--- src/rtl/display_scan_ctrl_if.sv ---
// Load/start/stop controls from the top-level FSM and the decoder/digit-enable outputs.
interface display_scan_ctrl_if;
  logic       wr_en;
  logic [3:0] wr_addr;
  logic [4:0] wr_data;
  logic [4:0] len;
  logic       start;
  logic       stop;
  logic       busy;
  logic [4:0] code;
  logic [3:0] ssd_ctl;

  modport master (
    output wr_en, wr_addr, wr_data, len, start, stop,
    input  busy, code, ssd_ctl
  );

  modport slave (
    input  wr_en, wr_addr, wr_data, len, start, stop,
    output busy, code, ssd_ctl
  );
endinterface

--- src/rtl/display_scan_ctrl.sv ---
// Time-multiplexes a 16-letter message buffer onto one shared letter decoder,
// showing 1-4 letters statically and scrolling longer messages with wrap-around.
module display_scan_ctrl #(
  parameter int SCAN_DIV   = 50000,
  parameter int SCROLL_DIV = 25000000
) (
  input logic                clk,
  input logic                rst,
  display_scan_ctrl_if.slave bus
);

  localparam int SCAN_W   = (SCAN_DIV > 2) ? $clog2(SCAN_DIV) : 1;
  localparam int SCROLL_W = (SCROLL_DIV > 2) ? $clog2(SCROLL_DIV) : 1;
  localparam logic [4:0] BLANK = 5'd15;

  typedef enum logic [1:0] {IDLE, SHOW, SCROLL} state_t;

  state_t              r_state, w_stateNext;
  logic [1:0]          r_digit, w_digitNext;
  logic [3:0]          r_offset, w_offsetNext;
  logic [4:0]          r_lenR, w_lenNext;
  logic [SCAN_W-1:0]   r_scanCnt, w_scanNext;
  logic [SCROLL_W-1:0] r_scrollCnt, w_scrollNext;
  logic [4:0]          r_buf [16];
  logic [4:0]          r_code, w_codeNext;
  logic [3:0]          r_ssdCtl;
  logic                r_busy;
  logic                w_scanTc, w_scrollTc, w_start;
  logic [4:0]          w_lenClamp, w_idx;

  assign w_scanTc   = (r_scanCnt == SCAN_W'(SCAN_DIV - 1));
  assign w_scrollTc = (r_scrollCnt == SCROLL_W'(SCROLL_DIV - 1));
  assign w_lenClamp = (bus.len > 5'd16) ? 5'd16 : bus.len;
  // stop has priority, and a zero length never starts anything
  assign w_start    = bus.start && !bus.stop && (bus.len != 5'd0);

  // Outputs are registered from next-cycle values so code always matches ssd_ctl.
  always_comb begin
    w_stateNext  = r_state;
    w_digitNext  = w_scanTc ? r_digit + 2'd1 : r_digit;
    w_scanNext   = w_scanTc ? '0 : r_scanCnt + SCAN_W'(1);
    w_offsetNext = r_offset;
    w_lenNext    = r_lenR;
    w_scrollNext = r_scrollCnt;
    w_idx        = 5'd0;
    w_codeNext   = BLANK;

    if (bus.stop && (r_state != IDLE)) begin
      w_stateNext = IDLE;
    end else if (w_start) begin
      w_stateNext  = (w_lenClamp <= 5'd4) ? SHOW : SCROLL;
      w_lenNext    = w_lenClamp;
      w_offsetNext = 4'd0;
      w_scrollNext = '0;
      w_digitNext  = 2'd0;
      w_scanNext   = '0;
    end else if (r_state == SCROLL) begin
      if (w_scrollTc) begin
        w_scrollNext = '0;
        w_offsetNext = ({1'b0, r_offset} == (r_lenR - 5'd1)) ? 4'd0 : r_offset + 4'd1;
      end else begin
        w_scrollNext = r_scrollCnt + SCROLL_W'(1);
      end
    end

    // offset+digit never exceeds 2*len_r-1 in SCROLL, so one subtract wraps it
    w_idx = {1'b0, w_offsetNext} + {3'b000, w_digitNext};
    if (w_idx >= w_lenNext) w_idx = w_idx - w_lenNext;

    case (w_stateNext)
      SHOW:    w_codeNext = ({3'b000, w_digitNext} < w_lenNext) ? r_buf[{2'b00, w_digitNext}] : BLANK;
      SCROLL:  w_codeNext = r_buf[w_idx[3:0]];
      default: w_codeNext = BLANK;
    endcase
  end

  always_ff @(posedge clk) begin
    if (rst) begin
      r_state     <= IDLE;
      r_digit     <= 2'd0;
      r_offset    <= 4'd0;
      r_lenR      <= 5'd1;
      r_scanCnt   <= '0;
      r_scrollCnt <= '0;
      r_code      <= BLANK;
      r_ssdCtl    <= 4'b1110;
      r_busy      <= 1'b0;
      for (int i = 0; i < 16; i++) r_buf[i] <= BLANK;
    end else begin
      r_state     <= w_stateNext;
      r_digit     <= w_digitNext;
      r_offset    <= w_offsetNext;
      r_lenR      <= w_lenNext;
      r_scanCnt   <= w_scanNext;
      r_scrollCnt <= w_scrollNext;
      r_code      <= w_codeNext;
      r_ssdCtl    <= ~(4'b0001 << w_digitNext);
      r_busy      <= (w_stateNext != IDLE);
      if (bus.wr_en) r_buf[bus.wr_addr] <= bus.wr_data;
    end
  end

  assign bus.busy    = r_busy;
  assign bus.code    = r_code;
  assign bus.ssd_ctl = r_ssdCtl;

endmodule

--- src/flat_wrapper.sv ---
// flat-port wrapper written by rule: the top's interface ports become plain ports
module display_scan_ctrl_flat 
#(
  parameter int SCAN_DIV   = 50000,
  parameter int SCROLL_DIV = 25000000
)
  (clk, rst, bus_wr_en, bus_wr_addr, bus_wr_data, bus_len, bus_start, bus_stop, bus_busy, bus_code, bus_ssd_ctl);
  display_scan_ctrl_if bus_i ();
  input logic clk;
  input logic rst;
  input wire logic [$bits(bus_i.wr_en)-1:0] bus_wr_en;
  input wire logic [$bits(bus_i.wr_addr)-1:0] bus_wr_addr;
  input wire logic [$bits(bus_i.wr_data)-1:0] bus_wr_data;
  input wire logic [$bits(bus_i.len)-1:0] bus_len;
  input wire logic [$bits(bus_i.start)-1:0] bus_start;
  input wire logic [$bits(bus_i.stop)-1:0] bus_stop;
  output wire logic [$bits(bus_i.busy)-1:0] bus_busy;
  output wire logic [$bits(bus_i.code)-1:0] bus_code;
  output wire logic [$bits(bus_i.ssd_ctl)-1:0] bus_ssd_ctl;
  assign bus_i.wr_en = bus_wr_en;
  assign bus_i.wr_addr = bus_wr_addr;
  assign bus_i.wr_data = bus_wr_data;
  assign bus_i.len = bus_len;
  assign bus_i.start = bus_start;
  assign bus_i.stop = bus_stop;
  assign bus_busy = bus_i.busy;
  assign bus_code = bus_i.code;
  assign bus_ssd_ctl = bus_i.ssd_ctl;
  display_scan_ctrl #(.SCAN_DIV(SCAN_DIV), .SCROLL_DIV(SCROLL_DIV)) u_core (.clk(clk), .rst(rst), .bus(bus_i));
endmodule
--- config.mk ---
export PLATFORM = sky130hd
export DESIGN_NAME = display_scan_ctrl_flat
export DESIGN_NICKNAME = d
export VERILOG_FILES = /design/src/rtl/display_scan_ctrl_if.sv /design/src/rtl/display_scan_ctrl.sv /design/src/flat_wrapper.sv
export SDC_FILE = /design/constraint.sdc
export NUM_CORES = 1
export LEC_CHECK = 0
export CAP_MARGIN = 25
export CORE_ASPECT_RATIO = 1.5
export CORE_MARGIN = 2
export CORE_UTILIZATION = 50
export CTS_CLUSTER_SIZE = 28
export DETAILED_ROUTE_END_ITERATION = 16
export PLACE_DENSITY = 0.7
export SETUP_SLACK_MARGIN = 0.1
export SLEW_MARGIN = 20
export SYNTH_ARGS = -nofsm -noshare
export SYNTH_HDL_FRONTEND = slang
export SYNTH_SLANG_ARGS = --single-unit
--- constraint.sdc ---
create_clock -name clk -period 5.9 [get_ports clk]
set_input_delay 0.59 -clock clk [delete_from_list [all_inputs] [get_ports clk]]
set_output_delay 0.59 -clock clk [all_outputs]
set_load 0.02 [all_outputs]
* Word level (Yosys, flattened, before mapping)
Memory sizes are Yosys's and may differ from the RTL's.
Index checks and enable logic that the tools add are counted.
** Operators by class
- Order comparisons :: 4
- Shift operators :: 1
- Reductions and logical operators :: 10
- Add/sub/neg operators :: 7
- Bitwise gates (word level) :: 2
- Equal/unequal tests :: 6
- Mux-type cells :: 31
** Operators by type and width (number)
- $mux 25 :: 3
- $mux 16 :: 3
- $mux 4 :: 7
- $add 25x1->25 const B :: 1
- $eq 25x25->1 const B :: 1
- $mux 5 :: 5
- $add 16x1->16 const B :: 1
- $eq 16x16->1 const B :: 1
- $mux 2 :: 6
- $pmux 5 s2 :: 1
- $mux 1 :: 6
- $reduce_bool 2->1 :: 3
- $add 4x2->5 :: 1
- $eq 4x5->1 :: 1
- $ge 5x5->1 :: 1
- $gt 5x5->1 const B :: 1
- $le 5x3->1 const B :: 1
- $lt 2x5->1 :: 1
- $reduce_bool 5->1 :: 1
- $reduce_or 5->1 :: 1
- $sub 5x1->5 const B :: 1
- $add 4x1->4 const B :: 1
- $eq 2x2->1 const B :: 2
- $not 4->4 :: 1
- other kinds (8) :: 10
** Word-level totals
- Memories kept :: 1
- Bits in registers :: 64
- Word-level logic and storage cells :: 71
- Memory bits (writable) :: 80
- Output and inout port bits :: 10
** Memory list
- u_core.r_buf :: words 16, width 5, read ports 2, clocked after memory_dff 0, wr ports 16, line display_scan_ctrl.sv:24 : logic [4:0] r_buf [16];

* Depth between registers and ports, before layout
Gate-level depths: netlist (run 1).
An unclocked memory read counts as a cell.
- Depth after elaboration :: 12
- Depth in mapped cells :: 27
- Mapped depth without buffers :: 24

* Least setup slack after synthesis (run 1)
Ideal clock, no wire load.
- Path type :: input port to flip-flop
- Start point :: input port bus_stop
- End point :: register u_core.r_code[4], in the netlist u_core.bus.code[4]
- Required time :: 5.827 ns
- Data arrival time :: 5.684 ns
- Library setup time :: 0.073 ns
- Buffers on the path :: 5
- Slack :: 0.143 ns
- Stages on the path :: 23
- Path through :: clkbuf_1 -> nand2b_1 -> a21oi_1 -> clkbuf_1 -> or2_2 -> clkbuf_1 -> inv_1 -> fa_1 -> nand2_1 -> a21oi_1 -> nor4_1 -> nand4_1 -> ha_1 -> o21ai_0 -> o21bai_1 -> a211o_1 -> buf_2 -> a21boi_2 -> buf_2 -> o31ai_1 -> a2111oi_0 -> nand4_1 -> o211ai_2
** Between the ends
- Longest elaborated chain between the ends :: 10
** Ends and longest elaborated chain
- start, declared :: line flat_wrapper.sv:16 : input wire logic [$bits(bus_i.stop)-1:0] bus_stop;
- $logic_not 1->1 :: line display_scan_ctrl.sv:35 : assign w_start = bus.start && !bus.stop && (bus.len != 5'd0);
- $logic_and 1x1->1 (2 in series) :: line display_scan_ctrl.sv:35
- $mux 2 :: line display_scan_ctrl.sv:50 : end else if (w_start) begin
- $mux 2 (*) :: line display_scan_ctrl.sv:48 : if (bus.stop && (r_state != IDLE)) begin
- via u_core.w_digitNext[1] :: line display_scan_ctrl.sv:19 : logic [1:0] r_digit, w_digitNext;
- $add 4x2->5 :: line display_scan_ctrl.sv:67 : w_idx = {1'b0, w_offsetNext} + {3'b000, w_digitNext};
- $sub 4x4->4 or $ge 5x5->1 (tied branches) :: line display_scan_ctrl.sv:68 : if (w_idx >= w_lenNext) w_idx = w_idx - w_lenNext;
- $mux 4 :: line display_scan_ctrl.sv:68
- $mem_v2 16x5
- $pmux 5 s2 (*) :: line display_scan_ctrl.sv:70 : case (w_stateNext)
- end signal, assigned :: line display_scan_ctrl.sv:96 : r_code <= w_codeNext;
- end, declared :: line display_scan_ctrl.sv:25 : logic [4:0] r_code, w_codeNext;
Mark *: on every way through the listed nets, which the timed path passes. The rest lies on a longest branch.
A chain may end at the register's enable or synchronous reset.

* Worst setup path in the final report (run 1)
- Start point :: register u_core.r_lenR[0]
- End point :: register u_core.r_code[3], in the netlist u_core.bus.code[3]
** Between the ends
- Longest elaborated chain between the ends :: 12
** Ends and longest elaborated chain
- start, declared :: line display_scan_ctrl.sv:21 : logic [4:0] r_lenR, w_lenNext;
- start signal, assigned :: line display_scan_ctrl.sv:93 : r_lenR <= w_lenNext;
- $sub 5x1->5 (*) :: line display_scan_ctrl.sv:60 : w_offsetNext = ({1'b0, r_offset} == (r_lenR - 5'd1)) ? 4'd0 : r_offset + 4'd1;
- $eq 4x5->1 (*) :: line display_scan_ctrl.sv:60
- $mux 4 (*) :: line display_scan_ctrl.sv:60
- $mux 4 (*) :: line display_scan_ctrl.sv:58 : if (w_scrollTc) begin
- $mux 4 (*) :: line display_scan_ctrl.sv:57 : end else if (r_state == SCROLL) begin
- $mux 4 (*) :: line display_scan_ctrl.sv:50
- $mux 4 (*) :: line display_scan_ctrl.sv:48
- via u_core.w_offsetNext[0] :: line display_scan_ctrl.sv:20 : logic [3:0] r_offset, w_offsetNext;
- $add 4x2->5 (*) :: line display_scan_ctrl.sv:67
- $sub 4x4->4 or $ge 5x5->1 (tied branches) :: line display_scan_ctrl.sv:68
- $mux 4 (*) :: line display_scan_ctrl.sv:68
- $mem_v2 16x5 (*)
- $pmux 5 s2 (*) :: line display_scan_ctrl.sv:70
Marks and branches as above.

==> results of run 1 <==
## power by group through the flow
stage	Clock (uW)	Sequential, uW	Combinational (uW)
finish	1070	1120	333
CTS	1080	1120	325
detailed placement	0	1140	323
floorplan	0	1130	204
global placement	0	1140	317
global route	1120	1120	360
## state kept, by name, indices dropped and copies added (netlist names)
register	flops
u_core.bus.busy	1
u_core.bus.code	5
u_core.bus.ssd_ctl	4
u_core.r_buf	80
u_core.r_digit	2
u_core.r_lenR	5
u_core.r_offset	4
u_core.r_scanCnt	16
u_core.r_scrollCnt	25
u_core.r_state	2
## kinds of logic (layout without fill, tap and decap cells)
group | after synthesis | count (layout) | share of synthesized area
xor+xnor | 38 | 38 | 0.0427
compound gates | 139 | 139 | 0.124
buf+inv | 57 | 117 | 0.0303
fa+ha+maj | 17 | 17 | 0.0292
simple gates | 364 | 364 | 0.259
mux | 31 | 31 | 0.0424
flops | 144 | 144 | 0.473
## synth_stat cells, types with 15 or more instances
cell       n
or3_1     15
o21ai_0   27
mux2_2    16
edfxtp_1  80
xor2_1    16
nor2_1    78
nor3_1    17
ha_1      15
nand2_1   46
nand4_1   18
inv_1     24
dfxtp_1   64
nand2b_1  34
nand3_1   33
mux2i_1   15
or2_2     53
a21oi_1   26
o211ai_1  23
clkbuf_1  25
xnor2_1   22
## per-stage QoR
step,utilization,area (um^2)
floorplan,-,7790
global placement,0.557,8440
detailed placement,0.557,8440
CTS,0.596,9020
global route,0.599,9070
finish,0.599,9070
## area by class of cell
type | count | area (um^2)
clock inverters | 15 | 161
multi-input cells | 589 | 3920
fillers | 1277 | 6060
well taps | 199 | 249
inverters | 25 | 93.8
flip-flops and latches | 144 | 3680
repair buffers | 60 | 543
clock buffers | 17 | 425
## worst max path at each step
stage / from / endpoint / slack [ns] / depth (start not counted)
after floorplan: bus_stop / u_core.bus.code[4] / 0.14 / 23
final: u_core.r_lenR[0] / u_core.bus.code[3] / 0.36 / 25
after global routing: u_core.r_lenR[0] / u_core.bus.code[3] / -0.03 / 25
after detailed placement: bus_stop / u_core.bus.code[4] / -0.001 / 23
after CTS: u_core.r_lenR[0] / u_core.bus.code[4] / 0.21 / 25
after global placement: bus_stop / u_core.bus.code[4] / 0.13 / 23
## metal layers
layer  GRT usage  wire length (um)  vias up
met5           0                 0        -
met4       0.146               957        0
met3      0.0414               811       59
met2       0.475             11000      190
met1       0.264              7490     3012
li1            -                 -     2969
## worst max-delay path, stage by stage (launching register included)
cell	delay (ns)
dfxtp_1	0.41
inv_1	0.08
ha_1	0.23
and2b_1	0.18
xnor2_1	0.13
a41oi_2	0.27
nor2_1	0.09
or3_1	0.32
a21oi_1	0.20
ha_1	0.22
fa_2	0.26
inv_1	0.08
nand2_1	0.08
a211oi_1	0.07
nor4_2	0.35
nand4_1	0.18
ha_1	0.26
a211oi_1	0.30
o21bai_2	0.18
a21o_1	0.27
a21boi_2	0.21
buf_12	0.18
mux2_2	0.35
o211ai_1	0.18
a21boi_0	0.14
nand4b_1	0.20
## what timing repair did
action                                 in CTS  in global routing
endpoints found under the hold margin       0                  0
setup endpoints to repair                   0                  5
resized for setup                           0                 10
==> flow_summary.yaml, run 1 <==
power_and_ir_drop:
  pwr-share-clk: 0.423
  seqPwrFrac: 0.445
  power.switching_uw: 659
  combPwrFrac: 0.132
  switching_share: 0.261
  power.leakage_uw: 0.00316
  p_int_uw: 1860
  ir_drop_mv: 0.184
  power_uw: 2520
  powerDensity_nw_per_um2: 278
finish:
  finalNonFillerCells: 1049
  final_common_cell: "edfxtp_1"
  drive_above_1_share: 0.184
  final_cell_mix: "edfxtp_1, nor2_1, dfxtp_1"
  area_delta_synth_final_pct: 16.5
  fin_nets: 873
  n_antenna_cell: 0
cts:
  clkTransAtPathRegs_ns: 0.06
  cts_buffer_depth: 2
  holdBufCountCts: 0
  numCtsBuffers: 17
  cts_tree: "built"
  clk_latency_ns: 0.42
  cts-htree-levels: 4
  root_buffer: "clkbuf_16"
  cts_setup_buffers: 0
  clock-sinks: 144
yosys:
  synth_area_um2: 7790
  synth_ff_type: "edfxtp_1"
  yosysWarnings: 0
  async_flop_share: 0
  ys_seq_area_frac: 0.473
  synth_area_leaders: "edfxtp_1, dfxtp_1, or2_2"
  synth.distinct_cells: 72
  avgSynthCellArea_um2: 9.86
  synth_edf_count: 80
  ys_ff_latch: 144
  synth_top_area_frac: 0.308
  synth_cells: 790
  yosysTopAreaCell: "edfxtp_1"
  syn_nets: 826
critical_path:
  cp.arrival_ns: 5.84
  cp.required_ns: 6.20
  r2r_setup_slack_ns: 0.36
  ff2ff_path_depth: 25
  start_kind: "flip-flop"
  path_max_fanout: 17
  critPathKind: "flip-flop to flip-flop"
  r2r-start: "u_core.r_lenR[0]"
  rr_endpoint: "u_core.bus.code[3]"
  endpoint_kind: "flip-flop"
floorplan:
  die_w_um: 106
  io-pin-count: 29
  initial_core_util: 0.515
  num_rows: 55
  coreArea_um2: 15100
  dieArea_um2: 16600
  die_h_um: 157
timing:
  setup_viol: 0
  worstMarginPinSlew_ns: 0.758
  hold_violations: 0
  finalCritPeriodShare: 0.939
  fmax_mhz: 180
  skew_ns: 0.00710
  fin_tns_setup_ns: 0
  slew_violations: 0
  slew_headroom: 0.491
  period_needed_ns: 5.54
  setup_slack_ns: 0.358
  fin_hold_ws_ns: 0.448
min_path:
  hp-class: "flip-flop to flip-flop"
  worstHoldPathCells: 1
  min_from: "u_core.r_scanCnt[0]"
  worstHoldEndpoint: "u_core.r_scanCnt[0]"
global_route:
  grt.total_usage: 0.253
  first_global_vias: 6328
  antenna_found_initial: 0
  grt_pass1_wl_um: 32000
  overflow: 0
  grt_max_degree: 30
route:
  dr.pass1.iters: 5
  vias: 6230
  first_iter_violations: 443
  route.detailed.drc: 0
  wl_per_cell_um: 19.3
  finalWirelength_um: 20300
  ant_nets: 0
  vias_per_cell: 5.94
placed_design:
  gp_congestion: 0.870
  dpl.hpwl_um: 15300
  dp_cells: 1016
  port_buffers: 28
  place_ws_ns: -0.00147
flow_run:
  max_cap_viol_count: 0
status:
  outcome: "complete, no violations"
No activity file was read; power rests on OpenSTA's default activity.
==> inputs of run 2 (changes only) <==
--- a/config.mk
+++ b/config.mk
@@ -12,6 +12,7 @@
 export CTS_CLUSTER_SIZE = 28
 export DETAILED_ROUTE_END_ITERATION = 16
 export PLACE_DENSITY = 0.7
+export RECOVER_POWER = 25
 export SETUP_SLACK_MARGIN = 0.1
 export SLEW_MARGIN = 20
 export SYNTH_ARGS = -nofsm -noshare
==> run 2 against run 1 <==
  * Critical endpoint unchanged
  * Non-clock buffer count is the same
  * Worst hold slack barely moved
  * Clock power is essentially flat
  * Largest cell class unchanged
  * Clock-buffer cell count stayed put
==> flow_summary.yaml, run 2 (synthesis gave the netlist of run 1 again) <==
power_and_ir_drop:
  power_uw: 2520
  ir_drop_mv: 0.184
  power.leakage_uw: 0.00314
  powerDensity_nw_per_um2: 278
placed_design:
  port_buffers: 28
  placedInstanceArea_um2: 8440
  dpl.hpwl_um: 15300
  place_ws_ns: -0.00147
  gp_congestion: 0.870
  dp_cells: 1016
timing:
  fmax_mhz: 181
  fin_hold_ws_ns: 0.448
  skew_ns: 0.00692
  hold_violations: 0
  setup_viol: 0
  slew_violations: 0
  period_needed_ns: 5.53
  worstMarginPinSlew_ns: 1.42
  slew_headroom: 0.0516
  finalCritPeriodShare: 0.938
  setup_slack_ns: 0.366
finish:
  top_regs: "u_core.r_buf x80, u_core.r_scrollCnt x25, u_core.r_scanCnt x16"
  finalNonFillerCells: 1049
  fin_nets: 873
  final_cell_mix: "edfxtp_1, nor2_1, dfxtp_1"
  largest_register_ffs: 80
  n_antenna_cell: 0
  area_delta_synth_final_pct: 16.3
  regMostFlops: "u_core.r_buf"
  drive_above_1_share: 0.179
  final_common_cell: "edfxtp_1"
  fin_area_um2: 9060
critical_path:
  cp.arrival_ns: 5.83
  path_max_fanout: 17
  rr_endpoint: "u_core.bus.code[3]"
  crit_buf_inv: 3
  start_kind: "flip-flop"
  crit_top_cell: "ha_1"
  crit_family: "compound AO/OA/AOI/OAI gates"
  r2r_setup_slack_ns: 0.37
  r2r-start: "u_core.r_lenR[0]"
  critPathKind: "flip-flop to flip-flop"
  slowest_stage: "dfxtp_1"
  cp.required_ns: 6.20
  ff2ff_path_depth: 25
  max_stage_delay_ns: 0.41
  endpoint_kind: "flip-flop"
cts:
  clk_latency_ns: 0.42
  cts_setup_buffers: 0
  root_buffer: "clkbuf_16"
  clock-sinks: 144
  clkTransAtPathRegs_ns: 0.06
  numCtsBuffers: 17
  cts-htree-levels: 4
  cts_tree: "built"
  cts_buffer_depth: 2
  holdBufCountCts: 0
  cts_resized: 0
min_path:
  worstHoldEndpoint: "u_core.r_scanCnt[0]"
  worstHoldPathCells: 1
  hp-class: "flip-flop to flip-flop"
  min_from: "u_core.r_scanCnt[0]"
global_route:
  first_global_vias: 6328
  antenna_found_initial: 0
  grt_max_degree: 30
  overflow: 0
  grt_pass1_wl_um: 32000
  grt.total_usage: 0.253
route:
  first_iter_violations: 433
  vias_per_cell: 5.93
  route.detailed.drc: 0
  dr.pass1.iters: 5
  ant_nets: 0
  vias: 6222
  finalWirelength_um: 20300
  wl_per_cell_um: 19.3
floorplan:
  coreArea_um2: 15100
  die_w_um: 106
  io-pin-count: 29
  initial_core_util: 0.515
  num_rows: 55
  dieArea_um2: 16600
  die_h_um: 157
flow_run:
  max_cap_viol_count: 0
status:
  outcome: "complete, no violations"
-- run 2: cell count changes in the layout (fill, tap and decap cells not counted), sizes merged --
cell           previous run  this run
buf                      31        28
dlygate4sd3               0        12
clkdlybuf4s50            28        16
clkbuf                   18        21
-- run 2: layout make-up --
cell class                      instances  area, um^2
Clock buffer                           17         425
Multi-Input combinational cell        589        3920
Fill cell                            1279        6080
Tap cell                              199         249
Clock inverter                         15         161
Inverter                               25        93.8
Timing Repair Buffer                   60         531
Sequential cell                       144        3680
-- run 2: worst max-delay path by stage --
stage | start | endpoint | slack (ns) | cells past startpoint
floorplan | bus_stop | u_core.bus.code[4] | 0.14 | 23
global placement | bus_stop | u_core.bus.code[4] | 0.13 | 23
detailed placement | bus_stop | u_core.bus.code[4] | -0.001 | 23
CTS | u_core.r_lenR[0] | u_core.bus.code[4] | 0.21 | 25
global route | u_core.r_lenR[0] | u_core.bus.code[3] | -0.03 | 25
finish | u_core.r_lenR[0] | u_core.bus.code[3] | 0.37 | 25
-- run 2: stage by stage --
step	TNS, ns	utilization
3_5_place_dp	-0.00147	0.557
4_1_cts	0	0.596
5_1_grt	-0.0738	0.599
6_report	0	0.599
2_1_floorplan	0	-
3_3_place_gp	0	0.557
-- run 2: worst register-to-register path, stage by stage (launching register included) --
cell and delay (ns):
dfxtp_1 0.41, inv_1 0.08, ha_1 0.23, and2b_1 0.18
xnor2_1 0.13, a41oi_2 0.27, nor2_1 0.09, or3_1 0.32
a21oi_1 0.20, ha_1 0.22, fa_2 0.26, inv_1 0.08
nand2_1 0.08, a211oi_1 0.07, nor4_2 0.35, nand4_1 0.18
ha_1 0.26, a211oi_1 0.30, o21bai_2 0.18, a21o_1 0.27
a21boi_2 0.21, buf_12 0.18, mux2_2 0.36, o211ai_1 0.18
a21boi_0 0.14, nand4b_1 0.20
-- run 2: report_power, final --
| group | total [uW] | leakage, uW | switching, uW | internal (uW) |
|---|---|---|---|---|
| Clock | 1070 | 0.000283 | 440 | 627 |
| Sequential | 1120 | 0.00131 | 23.5 | 1100 |
| Combinational | 330 | 0.00154 | 195 | 135 |
-- run 2: metal layers --
layer | track usage | part of all wire | vias to the layer above
met4 | 0.146 | 0.048 | 0
met3 | 0.0414 | 0.041 | 61
met2 | 0.475 | 0.54 | 195
met5 | 0 | 0 | -
met1 | 0.264 | 0.37 | 2998
li1 | - | - | 2968
